==> src/rtl/pkt_buf_addr_mgmt.sv <==
// Packet buffer address manager. Hands out fixed-size slots of the
// 2048x134 data buffer to packets arriving from ibm. It queues filled slots
// for transmit in arrival order and returns each slot to the free list once
// ebm has finished reading it.
module pkt_buf_addr_mgmt #(
  parameter int SLOT_AW = 4,
  parameter int LINE_AW = 7
) (
  input  logic                       clk,
  input  logic                       rst_n,
  input  logic                       in_pkt_req,
  output logic                       out_pkt_ack,
  output logic                       out_pkt_nack,
  input  logic [133:0]               in_data_ctrl_data,
  input  logic                       in_data_ctrl_data_wr,
  output logic [SLOT_AW+LINE_AW-1:0] addr2data_waddr,
  output logic                       addr2data_waddr_wr,
  input  logic                       in_ebm_rdy,
  output logic [SLOT_AW+LINE_AW-1:0] addr2data_raddr,
  output logic                       addr2data_raddr_wr,
  input  logic                       in_data_cache_valid_wr,
  output logic                       out_init_done,
  output logic [SLOT_AW:0]           out_free_cnt,
  output logic [SLOT_AW:0]           out_queue_cnt,
  output logic [15:0]                out_drop_cnt
);

  localparam int NSLOT = 1 << SLOT_AW;
  localparam int AW    = SLOT_AW + LINE_AW;
  localparam int CW    = SLOT_AW + 1;
  localparam logic [1:0] TAG_TAIL = 2'b10;

  typedef enum logic [1:0] {W_INIT, W_IDLE, W_WAIT_TAIL} w_state_e;
  typedef enum logic       {R_IDLE, R_BUSY}              r_state_e;

  // Only the header/tail tag of the snooped data matters here.
  logic unused_data;
  assign unused_data = ^in_data_ctrl_data[131:0];

  w_state_e            w_state_q, w_state_d;
  r_state_e            r_state_q, r_state_d;
  logic [SLOT_AW-1:0]  init_idx_q, init_idx_d;
  logic                init_done_q, init_done_d;
  logic [SLOT_AW-1:0]  wslot_q, wslot_d;
  logic [SLOT_AW-1:0]  rslot_q, rslot_d;
  logic [AW-1:0]       waddr_q, waddr_d, raddr_q, raddr_d;
  logic                waddr_wr_q, waddr_wr_d, raddr_wr_q, raddr_wr_d;
  logic                ack_q, ack_d, nack_q, nack_d;
  logic                req_blk_q, req_blk_d;
  logic [15:0]         drop_cnt_q, drop_cnt_d;

  // Free list and transmit queue: circular register FIFOs.
  logic [SLOT_AW-1:0]  free_mem_q [NSLOT];
  logic [SLOT_AW-1:0]  tx_mem_q   [NSLOT];
  logic [SLOT_AW-1:0]  free_wp_q, free_wp_d, free_rp_q, free_rp_d;
  logic [SLOT_AW-1:0]  tx_wp_q, tx_wp_d, tx_rp_q, tx_rp_d;
  logic [CW-1:0]       free_cnt_q, free_cnt_d, tx_cnt_q, tx_cnt_d;

  logic                init_push, rd_free_push, free_push, free_pop;
  logic                tx_push, tx_pop;
  logic [SLOT_AW-1:0]  free_push_slot, free_head, tx_head;

  assign free_head = free_mem_q[free_rp_q];
  assign tx_head   = tx_mem_q[tx_rp_q];

  // Write side: seed the free list, then grant slots and wait for each tail.
  always_comb begin
    // NOTE: every signal gets a default before the case so no latch is inferred.
    w_state_d   = w_state_q;
    init_idx_d  = init_idx_q;
    init_done_d = init_done_q;
    wslot_d     = wslot_q;
    waddr_d     = waddr_q;
    waddr_wr_d  = 1'b0;
    ack_d       = 1'b0;
    nack_d      = 1'b0;
    drop_cnt_d  = drop_cnt_q;
    req_blk_d   = req_blk_q & in_pkt_req;
    init_push   = 1'b0;
    free_pop    = 1'b0;
    tx_push     = 1'b0;
    case (w_state_q)
      W_INIT: begin
        init_push  = 1'b1;
        init_idx_d = init_idx_q + SLOT_AW'(1);
        if (init_idx_q == '1) begin
          init_done_d = 1'b1;
          w_state_d   = W_IDLE;
        end
      end
      W_IDLE: begin
        if (in_pkt_req && !req_blk_q) begin
          if (free_cnt_q != '0) begin
            free_pop   = 1'b1;
            wslot_d    = free_head;
            waddr_d    = {free_head, {LINE_AW{1'b0}}};
            waddr_wr_d = 1'b1;
            ack_d      = 1'b1;
            w_state_d  = W_WAIT_TAIL;
          end else begin
            // Refused requests stay blocked until ibm drops in_pkt_req.
            nack_d    = 1'b1;
            req_blk_d = 1'b1;
            if (drop_cnt_q != 16'hFFFF) drop_cnt_d = drop_cnt_q + 16'd1;
          end
        end
      end
      W_WAIT_TAIL: begin
        if (in_data_ctrl_data_wr && in_data_ctrl_data[133:132] == TAG_TAIL) begin
          tx_push   = 1'b1;
          w_state_d = W_IDLE;
        end
      end
      default: w_state_d = W_INIT;
    endcase
  end

  // Read side: launch the oldest queued packet, free its slot at end of read.
  always_comb begin
    r_state_d    = r_state_q;
    rslot_d      = rslot_q;
    raddr_d      = raddr_q;
    raddr_wr_d   = 1'b0;
    tx_pop       = 1'b0;
    rd_free_push = 1'b0;
    case (r_state_q)
      R_IDLE: begin
        if (tx_cnt_q != '0 && in_ebm_rdy) begin
          tx_pop     = 1'b1;
          rslot_d    = tx_head;
          raddr_d    = {tx_head, {LINE_AW{1'b0}}};
          raddr_wr_d = 1'b1;
          r_state_d  = R_BUSY;
        end
      end
      R_BUSY: begin
        if (in_data_cache_valid_wr) begin
          rd_free_push = 1'b1;
          r_state_d    = R_IDLE;
        end
      end
      default: r_state_d = R_IDLE;
    endcase
  end

  // FIFO bookkeeping. Seeding and read-side returns never overlap because
  // the transmit queue is empty during initialisation.
  always_comb begin
    free_push      = init_push | rd_free_push;
    free_push_slot = init_push ? init_idx_q : rslot_q;
    free_wp_d      = free_wp_q + SLOT_AW'(free_push);
    free_rp_d      = free_rp_q + SLOT_AW'(free_pop);
    free_cnt_d     = free_cnt_q + CW'(free_push) - CW'(free_pop);
    tx_wp_d        = tx_wp_q + SLOT_AW'(tx_push);
    tx_rp_d        = tx_rp_q + SLOT_AW'(tx_pop);
    tx_cnt_d       = tx_cnt_q + CW'(tx_push) - CW'(tx_pop);
  end

  // FIFO storage.
  // NOTE: storage has no reset; pointers and counts alone define which entries are valid.
  always_ff @(posedge clk) begin
    if (free_push) free_mem_q[free_wp_q] <= free_push_slot;
    if (tx_push)   tx_mem_q[tx_wp_q]     <= wslot_q;
  end

  // Control and status registers with synchronous active-low reset.
  always_ff @(posedge clk) begin
    // NOTE: non-blocking assignments so every register samples pre-edge values.
    if (!rst_n) begin
      w_state_q   <= W_INIT;
      r_state_q   <= R_IDLE;
      init_idx_q  <= '0;
      init_done_q <= 1'b0;
      wslot_q     <= '0;
      rslot_q     <= '0;
      waddr_q     <= '0;
      raddr_q     <= '0;
      waddr_wr_q  <= 1'b0;
      raddr_wr_q  <= 1'b0;
      ack_q       <= 1'b0;
      nack_q      <= 1'b0;
      req_blk_q   <= 1'b0;
      drop_cnt_q  <= '0;
      free_wp_q   <= '0;
      free_rp_q   <= '0;
      free_cnt_q  <= '0;
      tx_wp_q     <= '0;
      tx_rp_q     <= '0;
      tx_cnt_q    <= '0;
    end else begin
      w_state_q   <= w_state_d;
      r_state_q   <= r_state_d;
      init_idx_q  <= init_idx_d;
      init_done_q <= init_done_d;
      wslot_q     <= wslot_d;
      rslot_q     <= rslot_d;
      waddr_q     <= waddr_d;
      raddr_q     <= raddr_d;
      waddr_wr_q  <= waddr_wr_d;
      raddr_wr_q  <= raddr_wr_d;
      ack_q       <= ack_d;
      nack_q      <= nack_d;
      req_blk_q   <= req_blk_d;
      drop_cnt_q  <= drop_cnt_d;
      free_wp_q   <= free_wp_d;
      free_rp_q   <= free_rp_d;
      free_cnt_q  <= free_cnt_d;
      tx_wp_q     <= tx_wp_d;
      tx_rp_q     <= tx_rp_d;
      tx_cnt_q    <= tx_cnt_d;
    end
  end

  assign out_pkt_ack        = ack_q;
  assign out_pkt_nack       = nack_q;
  assign addr2data_waddr    = waddr_q;
  assign addr2data_waddr_wr = waddr_wr_q;
  assign addr2data_raddr    = raddr_q;
  assign addr2data_raddr_wr = raddr_wr_q;
  assign out_init_done      = init_done_q;
  assign out_free_cnt       = free_cnt_q;
  assign out_queue_cnt      = tx_cnt_q;
  assign out_drop_cnt       = drop_cnt_q;

endmodule

==> config.mk <==
export PLATFORM = sky130hd
export DESIGN_NAME = pkt_buf_addr_mgmt
export DESIGN_NICKNAME = d
export VERILOG_FILES = /design/src/rtl/pkt_buf_addr_mgmt.sv
export SDC_FILE = /design/constraint.sdc
export NUM_CORES = 1
export LEC_CHECK = 0
export BUFFER_PORTS_ARGS = -buffer_cell sky130_fd_sc_hd__buf_2
export CAP_MARGIN = 40
export CORE_UTILIZATION = 54
export DETAILED_ROUTE_END_ITERATION = 16
export PLACE_DENSITY_LB_ADDON = 0.2
export SLEW_MARGIN = 40
export SYNTH_ARGS = -nofsm -noshare
export SYNTH_HDL_FRONTEND = slang
export SYNTH_SLANG_ARGS = --single-unit
==> constraint.sdc <==
create_clock -name clk -period 4.65 [get_ports clk]
set_clock_uncertainty 0.15 [all_clocks]
set_input_delay 1.395 -clock clk [delete_from_list [all_inputs] [get_ports clk]]
set_output_delay 1.395 -clock clk [all_outputs]
set_load 0.1 [all_outputs]
==> flow_summary.yaml, run 1 <==
sta:
  fin_ws_ps: 1073
  hold_violations: 0
  maxSlewViolCount: 0
  max_freq_ghz: 0.2796
  fin_crit_sh_pct: 76.92
  rsz0062_at_grt: "false"
  layout_min_cycle_time_ps: 3577
  worst_slew_pin_slew_ps: 701.4
  max_slew_margin_pct: 52.88
  setup_violations: 0
  setup_tns_ps: 0
synthesis:
  syn_area_per_cell_um2: 13.28
  synth-async-reset-ratio_pct: 0
  synth.yosys.seq_area_share_pct: 63.09
  ys_warn_count: 0
  synth-seq-cells: 190
  syn_inst: 607
  synthFlopType: "edfxtp_1"
  post-synth-top-area-cell: "edfxtp_1"
  synth.area.top_cells: "edfxtp_1 (48%), dfxtp_1 (15%), mux4_2 (4.5%)"
  synth_edf_count: 128
  synth.top_cell.area_share_pct: 47.69
  syn-cell-area_mm2: 0.008060
  synth_cell_types: 54
routing:
  drt-wirelength-per-cell_um: 17.84
  drt_wl_total_mm: 15.11
  drtIter0Drc: 327
  drtPass1Iterations: 4
  wl_met3_um: 906
  drcViolationCount: 0
  topRoutingLayerUsed: "met4"
  wl_met2_mm: 7.458
  vias_per_cell: 5.588
  drt-met1-wl_mm: 6.476
  ant_nets: 0
  vias: 4733
setup_path:
  startpoint: "in_pkt_req"
  worst-endpoint-required_ps: 4860
  worst-r2r-setup-slack_ps: 1180
  worst_r2r_endpoint: "out_free_cnt[4]$_SDFF_PN0_"
  crit_type: "input port to flip-flop"
  cp-start-kind: "input port"
  r2r-start: "out_free_cnt[2]$_SDFF_PN0_"
  crit_path_end_kind: "flip-flop"
  rr_worst_depth: 13
  cp_max_fo: 11
  arrival_ps: 3780
run:
  cap_viol_max_count: 0
final_layout:
  postLayoutCellArea_mm2: 0.009015
  drive_above_1_share_pct: 18.88
  fin_nets: 813
  areaGrowthSynthToFinish_pct: 11.84
die:
  num_io_pins: 193
  core_area_mm2: 0.01453
  die_w_um: 124.2
  rows: 44
  dieArea_mm2: 0.01542
  die-height_um: 124.2
  start_util_pct: 55.46
cts:
  cts_resized: 0
  worstSkewPairLatency_ps: 420
  numCtsBuffers: 17
  cts-root-buf: "clkbuf_16"
  cts_setup_buffers: 0
  clkSinkCount: 190
  tritoncts: "done"
  htree_levels: 4
  clk_pin_slew_ps: 70
  cts.path.max_buffers: 2
  hold_buffers: 0
power_and_ir_drop:
  pwr-share-comb_pct: 20.5
  switchingPower_mw: 1.306
  p_int_mw: 3.028
  p_per_area_mw_per_mm2: 480.8
  power_frac_clock_pct: 34.9
  cellLeakagePower_nw: 3.165
  sw_frac_of_total_pct: 30.14
  ir_worst_vdd_mv: 0.5678
  p_seq_share_pct: 44.6
  p_total_mw: 4.334
grt:
  grt_pass1_vias: 4740
  grt.total_usage_pct: 21.45
  antenna_found_initial: 1
  grt_pass1_wl_mm: 24.03
  gr-total-overflow: 0
  grt_max_degree: 30
placed_design:
  dp_hpwl_mm: 10.67
  place_area_mm2: 0.008391
  numPortBuffers: 46
  gp_congestion: 0.8335
  pre_cts_slack_ps: 630.8
min_path:
  whs_endpoint: "out_drop_cnt[11]$_SDFFE_PN0P_"
  hp-class: "flip-flop to flip-flop"
  min_from: "out_drop_cnt[11]$_SDFFE_PN0P_"
  hold_depth: 2
status:
  status: "finished, final reports clean"
-- cell usage after synthesis (all sizes together), types with 3 or more instances --
| library cell | instances |
|---|---|
| edfxtp | 128 |
| nor2 | 63 |
| dfxtp | 62 |
| inv | 31 |
| ha | 22 |
| buf | 21 |
| clkbuf | 21 |
| mux2 | 20 |
| a21oi | 19 |
| nand2 | 18 |
| mux2i | 17 |
| nand3 | 17 |
| mux4 | 16 |
| xnor2 | 16 |
| and2 | 13 |
| o21ai | 13 |
| nor3 | 12 |
| or3 | 12 |
| a221o | 8 |
| nand3b | 8 |
| o22ai | 8 |
| xor2 | 8 |
| nand4 | 6 |
| nand2b | 5 |
| a22oi | 4 |
| o221ai | 4 |
| o41ai | 4 |
| or4 | 3 |
-- metrics by stage --
step                util [%]  hold slack (ps)  std cells
global route           62.01            371.1        846
CTS                    62.00            353.4        846
finish                 62.03            345.8        847
floorplan                  -            307.6        620
detailed placement     57.73            339.7        814
global placement       57.73            329.7        814
-- flip-flops by register name, summed over array words and instances, names as in the netlist --
name	flops
out_pkt_ack	1
out_drop_cnt	16
init_idx_q	4
tx_rp_q	4
addr2data_raddr	4
out_pkt_nack	1
w_state_q	2
free_rp_q	4
tx_mem_q	64
req_blk_q	1
addr2data_raddr_wr	1
out_free_cnt	5
free_wp_q	4
tx_wp_q	4
out_init_done	1
wslot_q	4
out_queue_cnt	5
r_state_q	1
free_mem_q	64
-- layer usage --
metal	track usage, %	vias to the layer above
met5	0	-
met4	9.375	0
met3	5.540	22
met2	36.77	118
met1	25.39	2299
li1	-	2294
-- how the worst max path moves through the flow --
stage,cells past startpoint,end,slack [ps]
6_report,12,out_free_cnt[4]$_SDFF_PN0_,1070
5_1_grt,12,out_free_cnt[4]$_SDFF_PN0_,890
4_1_cts,12,out_free_cnt[4]$_SDFF_PN0_,1070
3_5_place_dp,12,out_free_cnt[4]$_SDFF_PN0_,630
3_3_place_gp,11,out_queue_cnt[4]$_SDFF_PN0_,680
2_1_floorplan,14,out_free_cnt[4]$_SDFF_PN0_,920
-- placed cells by master (no fill, tap or decap), drive strengths merged, types with 12 or more instances in the layout --
cell type / instances
mux2: 20
o21ai: 13
and2: 13
nand3: 17
nor3: 12
inv: 33
clkbuf: 18
nand2: 18
mux2i: 17
dfxtp: 62
xnor2: 16
nor2: 63
mux4: 16
or3: 12
edfxtp: 128
conb: 14
a21oi: 19
buf: 52
ha: 22
-- cell families after synthesis --
logic type / count (synthesis) / share of synthesized area (%)
adder cells (fa/ha/maj): 24 / 3.912
buffers and inverters: 74 / 4.269
AND/OR/NAND/NOR: 171 / 10.82
other: 1 / 0.04652
XOR/XNOR: 24 / 2.608
multiplexers: 53 / 9.376
AO/OA/AOI/OAI: 70 / 5.883
flip-flops: 190 / 63.09
-- power by group through the flow --
stage / clock [mW] / sequential (mW) / combinational (mW)
6_report: 1.51 / 1.93 / 0.887
2_1_floorplan: 0 / 2.27 / 0.446
3_3_place_gp: 0 / 1.97 / 0.880
5_1_grt: 1.60 / 1.94 / 0.968
3_5_place_dp: 0 / 1.97 / 0.896
4_1_cts: 1.53 / 1.94 / 0.899
-- cell type report --
type | instances | area [um2]
multi-input cells | 356 | 2680
fillers | 1125 | 5519
clock inverters | 14 | 191.4
flip-flops and latches | 190 | 5086
diodes | 1 | 2.502
inverters | 32 | 120.1
clock buffers | 18 | 429.2
well taps | 184 | 230.2
repair buffers | 52 | 275.3
-- critical path, stage by stage --
cell and delay [ps]:
buf_2 110, nand4bb_1 120, or2b_1 370, inv_1 130
ha_1 300, inv_1 40, ha_1 200, fa_1 410
a21oi_1 160, nor2_1 60, or3_1 340, a21oi_1 140
(Power assumes the default switching activity.)
==> run 2: changes to the inputs <==
- ABC_AREA: default -> 1
- CORE_UTILIZATION: 54 -> 55
- clock period: 4.65 -> 3.5 ns (I/O delays scaled with it)
==> run 2 against run 1 <==
Effect of this change:
- critical path type unchanged
- worst setup slack got worse by 550 ps
- design area grew 8.9%
- combinational power grew 41%
- die area increased by 6.7%
- highest routed layer unchanged
==> flow_summary.yaml, run 2 <==
final_layout:
  areaGrowthSynthToFinish_pct: 11.91
  fillCellCount: 1271
  fin_nets: 1189
  drive_above_1_share_pct: 11.66
  layout_common_cells: "nand2_1 (282), inv_1 (140), edfxtp_1 (128)"
  antenna_cells: 0
  final_common_cell: "nand2_1"
sta:
  setup_tns_ps: 0
  layout_min_cycle_time_ps: 2974
  max_slew_margin_pct: 47.88
  maxSlewViolCount: 0
  max_freq_ghz: 0.3362
  hold_violations: 0
  rsz0062_at_grt: "false"
  setup_violations: 0
  worst_slew_pin_slew_ps: 781.7
  fin_crit_sh_pct: 84.98
grt:
  grt_max_degree: 34
  grt_pass1_vias: 5858
  gr-total-overflow: 0
  antenna_found_initial: 0
  grt.total_usage_pct: 22.73
  grt_pass1_wl_mm: 28.31
synthesis:
  syn_inst: 974
  synth.yosys.seq_area_share_pct: 57.99
  synthFlopType: "edfxtp_1"
  synthTopCellsByCount: "nand2_1 (282), inv_1 (141), edfxtp_1 (128)"
  synth_cell_types: 35
  synth-seq-cells: 190
  yosys.cell_count.top_type: "nand2_1"
  synth-async-reset-ratio_pct: 0
  syn_area_per_cell_um2: 9.002
  synth.top_cell.area_share_pct: 43.84
  syn-cell-area_mm2: 0.008768
  synth.area.top_cells: "edfxtp_1 (44%), dfxtp_1 (14%), nand2_1 (12%)"
  synth_edf_count: 128
  ys_warn_count: 0
  post-synth-top-area-cell: "edfxtp_1"
routing:
  vias_per_cell: 5.059
  drtPass1Iterations: 5
  drt_wl_total_mm: 17.41
  wl_met2_mm: 8.064
  wl_met3_mm: 1.124
  drtIter0Drc: 494
  topRoutingLayerUsed: "met4"
  ant_nets: 0
  vias: 6319
  drt-wirelength-per-cell_um: 13.94
  drcViolationCount: 0
  drt-met1-wl_mm: 7.938
die:
  rows: 45
  num_io_pins: 193
  start_util_pct: 57.05
  core_area_mm2: 0.01537
  dieArea_mm2: 0.01645
  die-height_um: 128.3
  die_w_um: 128.3
setup_path:
  worst-r2r-setup-slack_ps: 890
  cp-start-kind: "input port"
  worst-endpoint-required_ps: 3660
  crit_type: "input port to flip-flop"
  arrival_ps: 3130
  cp_max_fo: 2
  crit_path_end_kind: "flip-flop"
power_and_ir_drop:
  p_total_mw: 5.714
  cellLeakagePower_nw: 4.306
  p_per_area_mw_per_mm2: 582.3
  ir_worst_vdd_mv: 0.6305
cts:
  cts-root-buf: "clkbuf_16"
  clkSinkCount: 190
  numCtsBuffers: 17
  tritoncts: "done"
  clk_pin_slew_ps: 70
  cts_resized: 0
  htree_levels: 4
  worstSkewPairLatency_ps: 430
  cts.path.max_buffers: 2
  cts_setup_buffers: 0
  hold_buffers: 0
placed_design:
  gp_congestion: 0.9072
  numPortBuffers: 46
  dp_hpwl_mm: 11.57
min_path:
  hp-class: "flip-flop to flip-flop"
run:
  cap_viol_max_count: 0
status:
  status: "finished, final reports clean"
-- run 2: cell types whose count changed in the layout (fill, tap and decap cells not counted), moves of 12 or more --
cell	change
nand2_1	+264
inv_1	+109
nand3_1	+99
mux2_2	-20
mux2i_1	-17
mux4_2	-16
and2_1	-13
nor2_1	+12
or3_1	-12
-- run 2: cell families after synthesis --
family                     synth area share, %
AOI/OAI and AO/OA                        3.924
xor gates and xnor gates                 1.398
adders and majority gates                3.596
buffers and inverters                    8.918
DFF                                      57.99
other                                  0.04277
and+or+nand+nor                          24.13
-- run 2: routing by layer --
metal | vias to the layer above | global-route usage [%]
met5 | - | 0
met4 | 0 | 7.543
met3 | 27 | 5.718
met2 | 196 | 37.23
met1 | 2892 | 29.52
li1 | 3204 | -
-- run 2: worst max-delay path, stage by stage --
cell      delay (ps)
buf_2             90
nand3b_1         180
nor3_1           290
inv_1             80
ha_1             280
inv_1             40
ha_1             200
fa_1             380
nand2_1           80
inv_1             50
o21ai_0          190
and3_1           180
nor3_1            40
-- run 2: layout make-up --
class	count	area (um2)	area share, %
Clock inverter	13	140.1	1.428
Clock buffer	19	454.2	4.628
Sequential cell	190	5085	51.82
Inverter	143	538.0	5.483
Tap cell	211	264.0	2.690
Multi-Input combinational cell	609	2954	30.10
Timing Repair Buffer	64	377.9	3.851
-- run 2: path summary, 6_finish.rpt --
| check | from | to | depth (start not counted) |
|---|---|---|---|
| hold reg to reg | req_blk_q$_SDFF_PN0_ | req_blk_q$_SDFF_PN0_ | 2 |
| setup reg to reg | out_free_cnt[2]$_SDFF_PN0_ | out_free_cnt[4]$_SDFF_PN0_ | 13 |
| setup / recovery | in_data_ctrl_data[132] | out_queue_cnt[4]$_SDFF_PN0_ | 13 |
| hold / removal | req_blk_q$_SDFF_PN0_ | req_blk_q$_SDFF_PN0_ | 2 |
-- run 2: where the power goes --
group | total (mW) | internal, mW | switching [mW] | leakage (nW)
Combinational | 1.25 | 0.275 | 0.979 | 2.19
Clock | 1.91 | 1.10 | 0.818 | 0.282
Sequential | 2.55 | 2.48 | 0.0616 | 1.84
-- run 2: stage by stage --
stage               instances  hold slack [ps]  instance area (um2)  worst slack [ps]  util, %
floorplan                 987            281.0                 8817             231.4        -
global placement         1217            291.2                 9215             85.10    59.95
detailed placement       1217            294.6                 9219             79.51    59.98
CTS                      1249            304.2                 9813             535.5    63.84
global route             1249            341.0                 9813             267.7    63.84
finish                   1249            306.8                 9813             525.8    63.84
